--- config.mk ---
export PLATFORM = sky130hd
export DESIGN_NAME = clock_sequencer
export DESIGN_NICKNAME = d
export VERILOG_FILES = /design/src/rtl/clock_sequencer.sv
export SDC_FILE = /design/constraint.sdc
export NUM_CORES = 1
export LEC_CHECK = 0
export CELL_PAD_IN_SITES_DETAIL_PLACEMENT = 1
export CELL_PAD_IN_SITES_GLOBAL_PLACEMENT = 1
export CORE_ASPECT_RATIO = 1.4
export CORE_MARGIN = 2
export CORE_UTILIZATION = 49
export CTS_CLUSTER_DIAMETER = 80
export DETAILED_ROUTE_END_ITERATION = 7
export GPL_TIMING_DRIVEN = 0
export MAX_ROUTING_LAYER = met4
export PLACE_DENSITY = 0.87
export SYNTH_ARGS = -nofsm -noshare
export SYNTH_HDL_FRONTEND = slang
export SYNTH_SLANG_ARGS = --single-unit
--- constraint.sdc ---
create_clock -name i_SYS_CLOCK -period 4.6 [get_ports i_SYS_CLOCK]
set_input_delay 1.15 -clock i_SYS_CLOCK [delete_from_list [all_inputs] [get_ports i_SYS_CLOCK]]
set_output_delay 1.15 -clock i_SYS_CLOCK [all_outputs]
set_load 0.01 [all_outputs]
--- src/rtl/clock_sequencer.sv ---
// rtl/clock_sequencer.sv - CPU clock mode controller: tick divider, button debounce, run/step/burst/halt sequencing
module clock_sequencer #(
  parameter logic [31:0] DIVISOR  = 32'h00FFFFFF,
  parameter logic [15:0] DEBOUNCE = 16'd50000,
  parameter int          CNT_W    = 16
) (
  input  logic             i_SYS_CLOCK,
  input  logic             i_RESET,
  input  logic             i_HALT,
  input  logic             i_STEP_TOGGLE,
  input  logic             i_STEP_CLOCK,
  input  logic             i_BURST_START,
  input  logic [CNT_W-1:0] i_BURST_COUNT,
  output logic             o_TICK,
  output logic [1:0]       o_MODE,
  output logic [CNT_W-1:0] o_REMAINING
);

  typedef enum logic [1:0] {
    RUN    = 2'd0,
    STEP   = 2'd1,
    BURST  = 2'd2,
    HALTED = 2'd3
  } mode_t;

  // Button lane 0 is the run/step toggle, lane 1 is the step button.
  logic [1:0]       btn_raw;
  logic [1:0]       sync1_q, sync2_q;
  logic [1:0]       lvl_q, lvl_d;
  logic [1:0]       ev_q, ev_d;
  logic [1:0][15:0] cnt_q, cnt_d;
  logic             ev_toggle, ev_step;

  mode_t            state_q, state_d;
  logic [31:0]      div_q, div_d, div_next;
  logic [CNT_W-1:0] rem_q, rem_d;
  logic             tick_q, tick_d;
  logic             div_wrap, burst_ok, last_tick;

  assign btn_raw   = {i_STEP_CLOCK, i_STEP_TOGGLE};
  assign ev_toggle = ev_q[0];
  assign ev_step   = ev_q[1];

  // Debounce: count consecutive synchronized samples that disagree with the
  // accepted level; accept after DEBOUNCE of them and flag a rising event.
  always_comb begin
    lvl_d = lvl_q;
    ev_d  = '0;
    cnt_d = '0;
    for (int i = 0; i < 2; i++) begin
      if (sync2_q[i] != lvl_q[i]) begin
        if (cnt_q[i] == DEBOUNCE - 16'd1) begin
          lvl_d[i] = sync2_q[i];
          ev_d[i]  = sync2_q[i];
        end else begin
          cnt_d[i] = cnt_q[i] + 16'd1;
        end
      end
    end
  end

  // Button synchronizers, accepted levels, stable counters and event pulses.
  always_ff @(posedge i_SYS_CLOCK or posedge i_RESET) begin
    if (i_RESET) begin
      sync1_q <= '0;
      sync2_q <= '0;
      lvl_q   <= '0;
      cnt_q   <= '0;
      ev_q    <= '0;
    end else begin
      sync1_q <= btn_raw;
      sync2_q <= sync1_q;
      lvl_q   <= lvl_d;
      cnt_q   <= cnt_d;
      ev_q    <= ev_d;
    end
  end

  // Divider wrap is only reachable in RUN/BURST; elsewhere the count sits at 0.
  assign div_wrap  = (div_q == DIVISOR - 32'd1);
  assign div_next  = div_wrap ? 32'd0 : div_q + 32'd1;
  assign burst_ok  = i_BURST_START && (i_BURST_COUNT != '0);
  assign last_tick = div_wrap && (rem_q == CNT_W'(1));

  // Mode register plus the registered tick, burst counter and divider.
  always_ff @(posedge i_SYS_CLOCK or posedge i_RESET) begin
    if (i_RESET) begin
      state_q <= RUN;
      div_q   <= '0;
      rem_q   <= '0;
      tick_q  <= 1'b0;
    end else begin
      state_q <= state_d;
      div_q   <= div_d;
      rem_q   <= rem_d;
      tick_q  <= tick_d;
    end
  end

  // Next mode: halt overrides everything, then toggle, then burst handling.
  always_comb begin
    state_d = state_q;
    if (i_HALT) begin
      state_d = HALTED;
    end else begin
      case (state_q)
        RUN:     if (ev_toggle) state_d = STEP;
        STEP: begin
          if (ev_toggle)     state_d = RUN;
          else if (burst_ok) state_d = BURST;
        end
        BURST:   if (ev_toggle || last_tick) state_d = STEP;
        default: state_d = HALTED;
      endcase
    end
  end

  // Tick, remaining count and divider; the divider restarts on every mode change.
  always_comb begin
    tick_d = 1'b0;
    rem_d  = rem_q;
    div_d  = '0;
    if (!i_HALT) begin
      case (state_q)
        RUN: begin
          if (!ev_toggle) begin
            div_d  = div_next;
            tick_d = div_wrap;
          end
        end
        STEP: begin
          if (!ev_toggle) begin
            if (burst_ok) rem_d  = i_BURST_COUNT;
            else          tick_d = ev_step;
          end
        end
        BURST: begin
          if (ev_toggle) begin
            rem_d = '0;
          end else begin
            div_d = div_next;
            if (div_wrap) begin
              tick_d = 1'b1;
              rem_d  = rem_q - CNT_W'(1);
            end
          end
        end
        default: ;
      endcase
    end
  end

  assign o_TICK      = tick_q;
  assign o_MODE      = state_q;
  assign o_REMAINING = rem_q;

endmodule

# ---- Yosys cells after proc, flatten, opt, wreduce, memory -nomap -nowiden
# Cells that the tools add are included.
# W data, S select, Z words.
dict set report totals {
  ff_bits 91
  inputBits 22
  output_inout_bits 19
  word_cells 71
}
dict set report classes {
  addsub 4
  n_eq_ne 14
  muxes 30
  bitwise_logic 1
  reduce_logical 11
}
# cell n
set op_table {}
lappend op_table {{$mux W16} 8}
lappend op_table {{$mux W32} 4}
lappend op_table {{$add A16 B1 Y16 const B} 2}
lappend op_table {{$add A32 B1 Y32 const B} 1}
lappend op_table {{$eq A16 B16 Y1 const B} 2}
lappend op_table {{$eq A32 B24 Y1 const B} 1}
lappend op_table {{$pmux W16 S2} 1}
lappend op_table {{$eq A16 B1 Y1 const B} 1}
lappend op_table {{$reduce_bool A16 Y1} 1}
lappend op_table {{$sub A16 B1 Y16 const B} 1}
lappend op_table {{$mux W1} 10}
lappend op_table {{$mux W2} 5}
lappend op_table {{$ne A3 B3 Y1 const B} 3}
lappend op_table {{$pmux W2 S3} 1}
lappend op_table {{$reduce_and A5 Y1} 1}
lappend op_table {{$ne A2 B2 Y1 const B} 2}
lappend op_table {{$ne A4 B4 Y1 const B} 1}
lappend op_table {{$reduce_and A2 Y1} 2}
lappend op_table {{$pmux W1 S3} 1}
lappend op_table {{$reduce_and A3 Y1} 1}
lappend op_table {{$eq A2 B1 Y1 const B} 1}
lappend op_table {{$eq A2 B2 Y1 const B} 1}
lappend op_table {{$logic_and A1 B1 Y1} 2}
lappend op_table {{$logic_not A2 Y1} 1}
lappend op_table {{other kinds (5)} 6}

# ---- Longest topological paths before layout
dict set report depth {
  depth_word 6
  mapped_depth 8
  depth_no_buf 7
}

# ---- Worst setup path before layout
# OpenSTA, ideal clock, no wires.
dict set report synth_path {
  kind {input -> register}
  startpoint {input port i_BURST_COUNT[3]}
  endpoint {register rem_q[8], in the netlist o_REMAINING[8]}
  setup_ps 128
  t_arrival_ps 2645
  required_time_ps 4472
  path_slack_ps 1826
  cell_stages 7
  n_path_buf 2
  path_cell_list {nor4_1 -> nand4_1 -> a32oi_1 -> clkbuf_1 -> clkbuf_1 -> mux2i_1 -> nand3_1}
}
dict set report synth_via {
  elab_chain_cells 4
}
# element line
set synth_lines {}
lappend synth_lines {{from (decl)} 13} ;# input logic [CNT_W-1:0] i_BURST_COUNT,
lappend synth_lines {{$reduce_bool A16 Y1} 82} ;# assign burst_ok = i_BURST_START && (i_BURST_COUNT != '0);
lappend synth_lines {{$logic_and A1 B1 Y1} 82}
lappend synth_lines {{$ne A2 B2 Y1 (no line)} n/a}
lappend synth_lines {{$reduce_and A5 Y1 (no line)} n/a}
lappend synth_lines {{to (signal assigned)} 95} ;# rem_q <= rem_d;
lappend synth_lines {{to (decl)} 36} ;# logic [CNT_W-1:0] rem_q, rem_d;
# No other way between the ends.
# A chain may end at the register's enable or synchronous reset.

# ---- Final worst setup path
# Same ends and word-level chain as after synthesis.

==> impl_metrics.toml <==
[worst_hold_path]
hold_path_class = "flip-flop to flip-flop"

[sta]
finClkSkew_ns = 0.00880
fmax_mhz = 279
report.final.slew_viol_count = 0
fin_setup_tns_ns = 0
rsz0062_at_grt = "false"
worst_pin_slew_ns = 1.05
min_period_over_period = 0.778
worst_hold_slack_ns = 0.350
slew_headroom = 0.294
period_minus_slack_ns = 3.58
hold_violations = 0
finalSetupViolations = 0

[clocking]
cts_hold_buf = 0
clk_pin_slew_worst_paths_ns = 0.06
clkSinkCount = 91
tritoncts = "yes"
cts_inserted_buffers = 9
ctsLongestPathBuffers = 2
insertion_delay_ns = 0.34
cts-htree-levels = 3
cts-resized-gates = 0
clock-root-buffer = "clkbuf_16"
cts_setup_buffers = 0

[drt]
drt-initial-drc-count = 165
via_per_inst = 6.00
drt-total-wl_um = 13400
wire_per_inst_um = 19.3
dr.pass1.iters = 4
drcViolationCount = 0
vias = 4176
ant_nets = 0

[layout]
final_nets = 595
fillers = 1079
postLayoutCoreUtil = 0.602
instances_no_fill = 696
area_growth_pct = 18.3
antenna_cells = 0
layout-drive-gt1-share = 0.0567

[critical_path]
path_common_cell = "clkbuf_1"
critPathKind = "input port to flip-flop"
crit_family = "buffers and inverters"
worst_setup_path_start_kind = "input port"
cp_cell_sequence = "clkdlybuf4s50_1, nor4_1, nand4_1, a32oi_1, clkbuf_1, clkbuf_1, mux2i_1, nand3_1"
cp.required_ns = 4.82
cp_num_buf_inv = 3
crit_fanout = 10
arrival_ns = 3.80
crit_path_top_delay_cell = "nor4_1"
slowest_delay_ns = 0.51
crit_path_end_kind = "flip-flop"

[pwr]
p_per_area_nw_per_um2 = 298
p_leak_nw = 2.32
vdd_drop_max_mv = 0.202

[logic_synthesis]
synth_top_area_frac = 0.471
syn_nets = 543
syn_area_per_cell_sq_um = 9.49
synthTopCellsByArea = "dfrtp_1 (47%), xor2_1 (6.7%), nor2_1 (6.3%)"
synth_ff_type = "dfrtp_1"
ys_seq_area_frac = 0.471
netlist_instances = 510
yosysWarnings = 0
synth-seq-cells = 91
syn_area_sq_um = 4840
synth_top_area_cell = "dfrtp_1"
synth_cell_type_count = 54
synth_edf_count = 0
ys_async_sr_fraction = 1.00

[global_routing]
grt_pass1_vias = 4612
grt_max_degree = 73
grt.overflow.total = 0
grt_pass1_wl_um = 22700
use_met2 = 0.469
grt_use_total = 0.282
antenna_found_initial = 0
met1_usage = 0.327
grt.busiest_layer = "met2"
grt_use_met3 = 0.0474

[floorplan]
die_area_sq_um = 10700
core_sq_um = 9510
ioPinCount = 41
std_cell_rows = 42
start_util = 0.509
die_w_um = 88.0
chipHeight_um = 122

[outcome]
status = "complete, no violations"

[placed_design]
dp_hpwl_um = 9070
dp_cells = 683
place.gp.congestion = 0.903
port_buffers = 40

[job]
maxCapViolations = 0
report_power, final:
group	total (mW)	internal (mW)	switching, mW
registers	0.846	0.820	0.0262
logic	0.121	0.0599	0.0609
clock network	0.739	0.442	0.297
flip-flops by register name, summed over array words and instances, names as in the netlist:
register / count
lvl_q: 2
o_TICK: 1
sync1_q: 2
sync2_q: 2
div_q: 32
cnt_q: 32
o_MODE: 2
o_REMAINING: 16
ev_q: 2
cell usage in the layout (no fill, tap or decap), types with 5 or more instances in the layout:
cell,count
a32oi_1,5
o31ai_1,5
clkbuf_1,10
nor4_1,13
nor2_1,81
clkdlybuf4s50_1,40
dfrtp_1,91
a21oi_1,14
ha_1,11
nand2_1,32
nor4b_1,5
and3_1,13
or3_1,7
xor2_1,37
nor3_1,21
nand3_1,31
and4_1,5
xnor2_1,22
o211ai_1,6
clkbuf_16,9
nand4_1,21
inv_1,15
per-layer routing:
layer  up-vias  part of all wire
li1       1929                 -
met4         0             0.041
met1      2096              0.41
met5         -                 0
met2       103              0.52
met3        48             0.031
cells in the mapped netlist (2+ instances only):
| library cell | count |
|---|---|
| dfrtp_1 | 91 |
| nor2_1 | 81 |
| xor2_1 | 37 |
| nand2_1 | 32 |
| nand3_1 | 31 |
| xnor2_1 | 22 |
| nand4_1 | 21 |
| nor3_1 | 21 |
| inv_1 | 16 |
| a21oi_1 | 14 |
| and3_1 | 13 |
| nor4_1 | 13 |
| ha_1 | 11 |
| clkbuf_1 | 10 |
| or3_1 | 7 |
| o211ai_1 | 6 |
| a32oi_1 | 5 |
| and4_1 | 5 |
| nor4b_1 | 5 |
| o31ai_1 | 5 |
| a22oi_1 | 4 |
| buf_2 | 4 |
| o21ai_1 | 4 |
| and2_1 | 3 |
| mux2_2 | 3 |
| nor2b_1 | 3 |
| nor3b_1 | 3 |
| o21ai_0 | 3 |
| o311ai_0 | 3 |
| o31a_1 | 3 |
| or4_1 | 3 |
| a211o_1 | 2 |
| a2bb2oi_1 | 2 |
| mux2i_1 | 2 |
| nand2b_1 | 2 |
| nor4_2 | 2 |
metrics by stage:
step           power, mW  worst slack (ns)  area, sq um
2_1_floorplan      0.906              1.09         4840
3_3_place_gp       0.970            -0.307         5410
3_5_place_dp       0.980             0.694         5440
4_1_cts             1.72              1.10         5730
5_1_grt             1.77             0.895         5730
6_report            1.71              1.02         5730
logic make-up after synthesis:
group | count (synthesis) | synth area share
AO/OA/AOI/OAI | 60 | 0.0884
XOR/XNOR | 59 | 0.107
adder cells (fa/ha/maj) | 11 | 0.0284
buffers and inverters | 32 | 0.0274
flip-flops | 91 | 0.471
multiplexers | 5 | 0.0111
AND/OR/NAND/NOR | 252 | 0.267
area by class of cell:
cell class,instances,area [sq um],area share
clock buffers,11,253,0.0441
plain buffers,15,68.8,0.0120
multi-input cells,387,2430,0.424
well taps,132,165,0.0288
clock inverters,2,37.5,0.00656
flip-flops and latches,91,2280,0.398
repair buffers,41,428,0.0747
inverters,17,66.3,0.0116
path summary, 6_finish.rpt:
path	from	endpoint	slack [ns]	cells after the start
max	i_BURST_COUNT[3]	o_REMAINING[8]	1.02	8
min	sync1_q[0]	sync2_q[0]	0.35	0
max reg2reg	o_REMAINING[4]	o_REMAINING[9]	1.89	5
min reg2reg	sync1_q[0]	sync2_q[0]	0.35	0
max in group asynchronous	i_RESET	cnt_q[9]	2.83	3
min in group asynchronous	i_RESET	cnt_q[15]	1.12	2
Note: power is estimated with default switching activity, not from simulation.
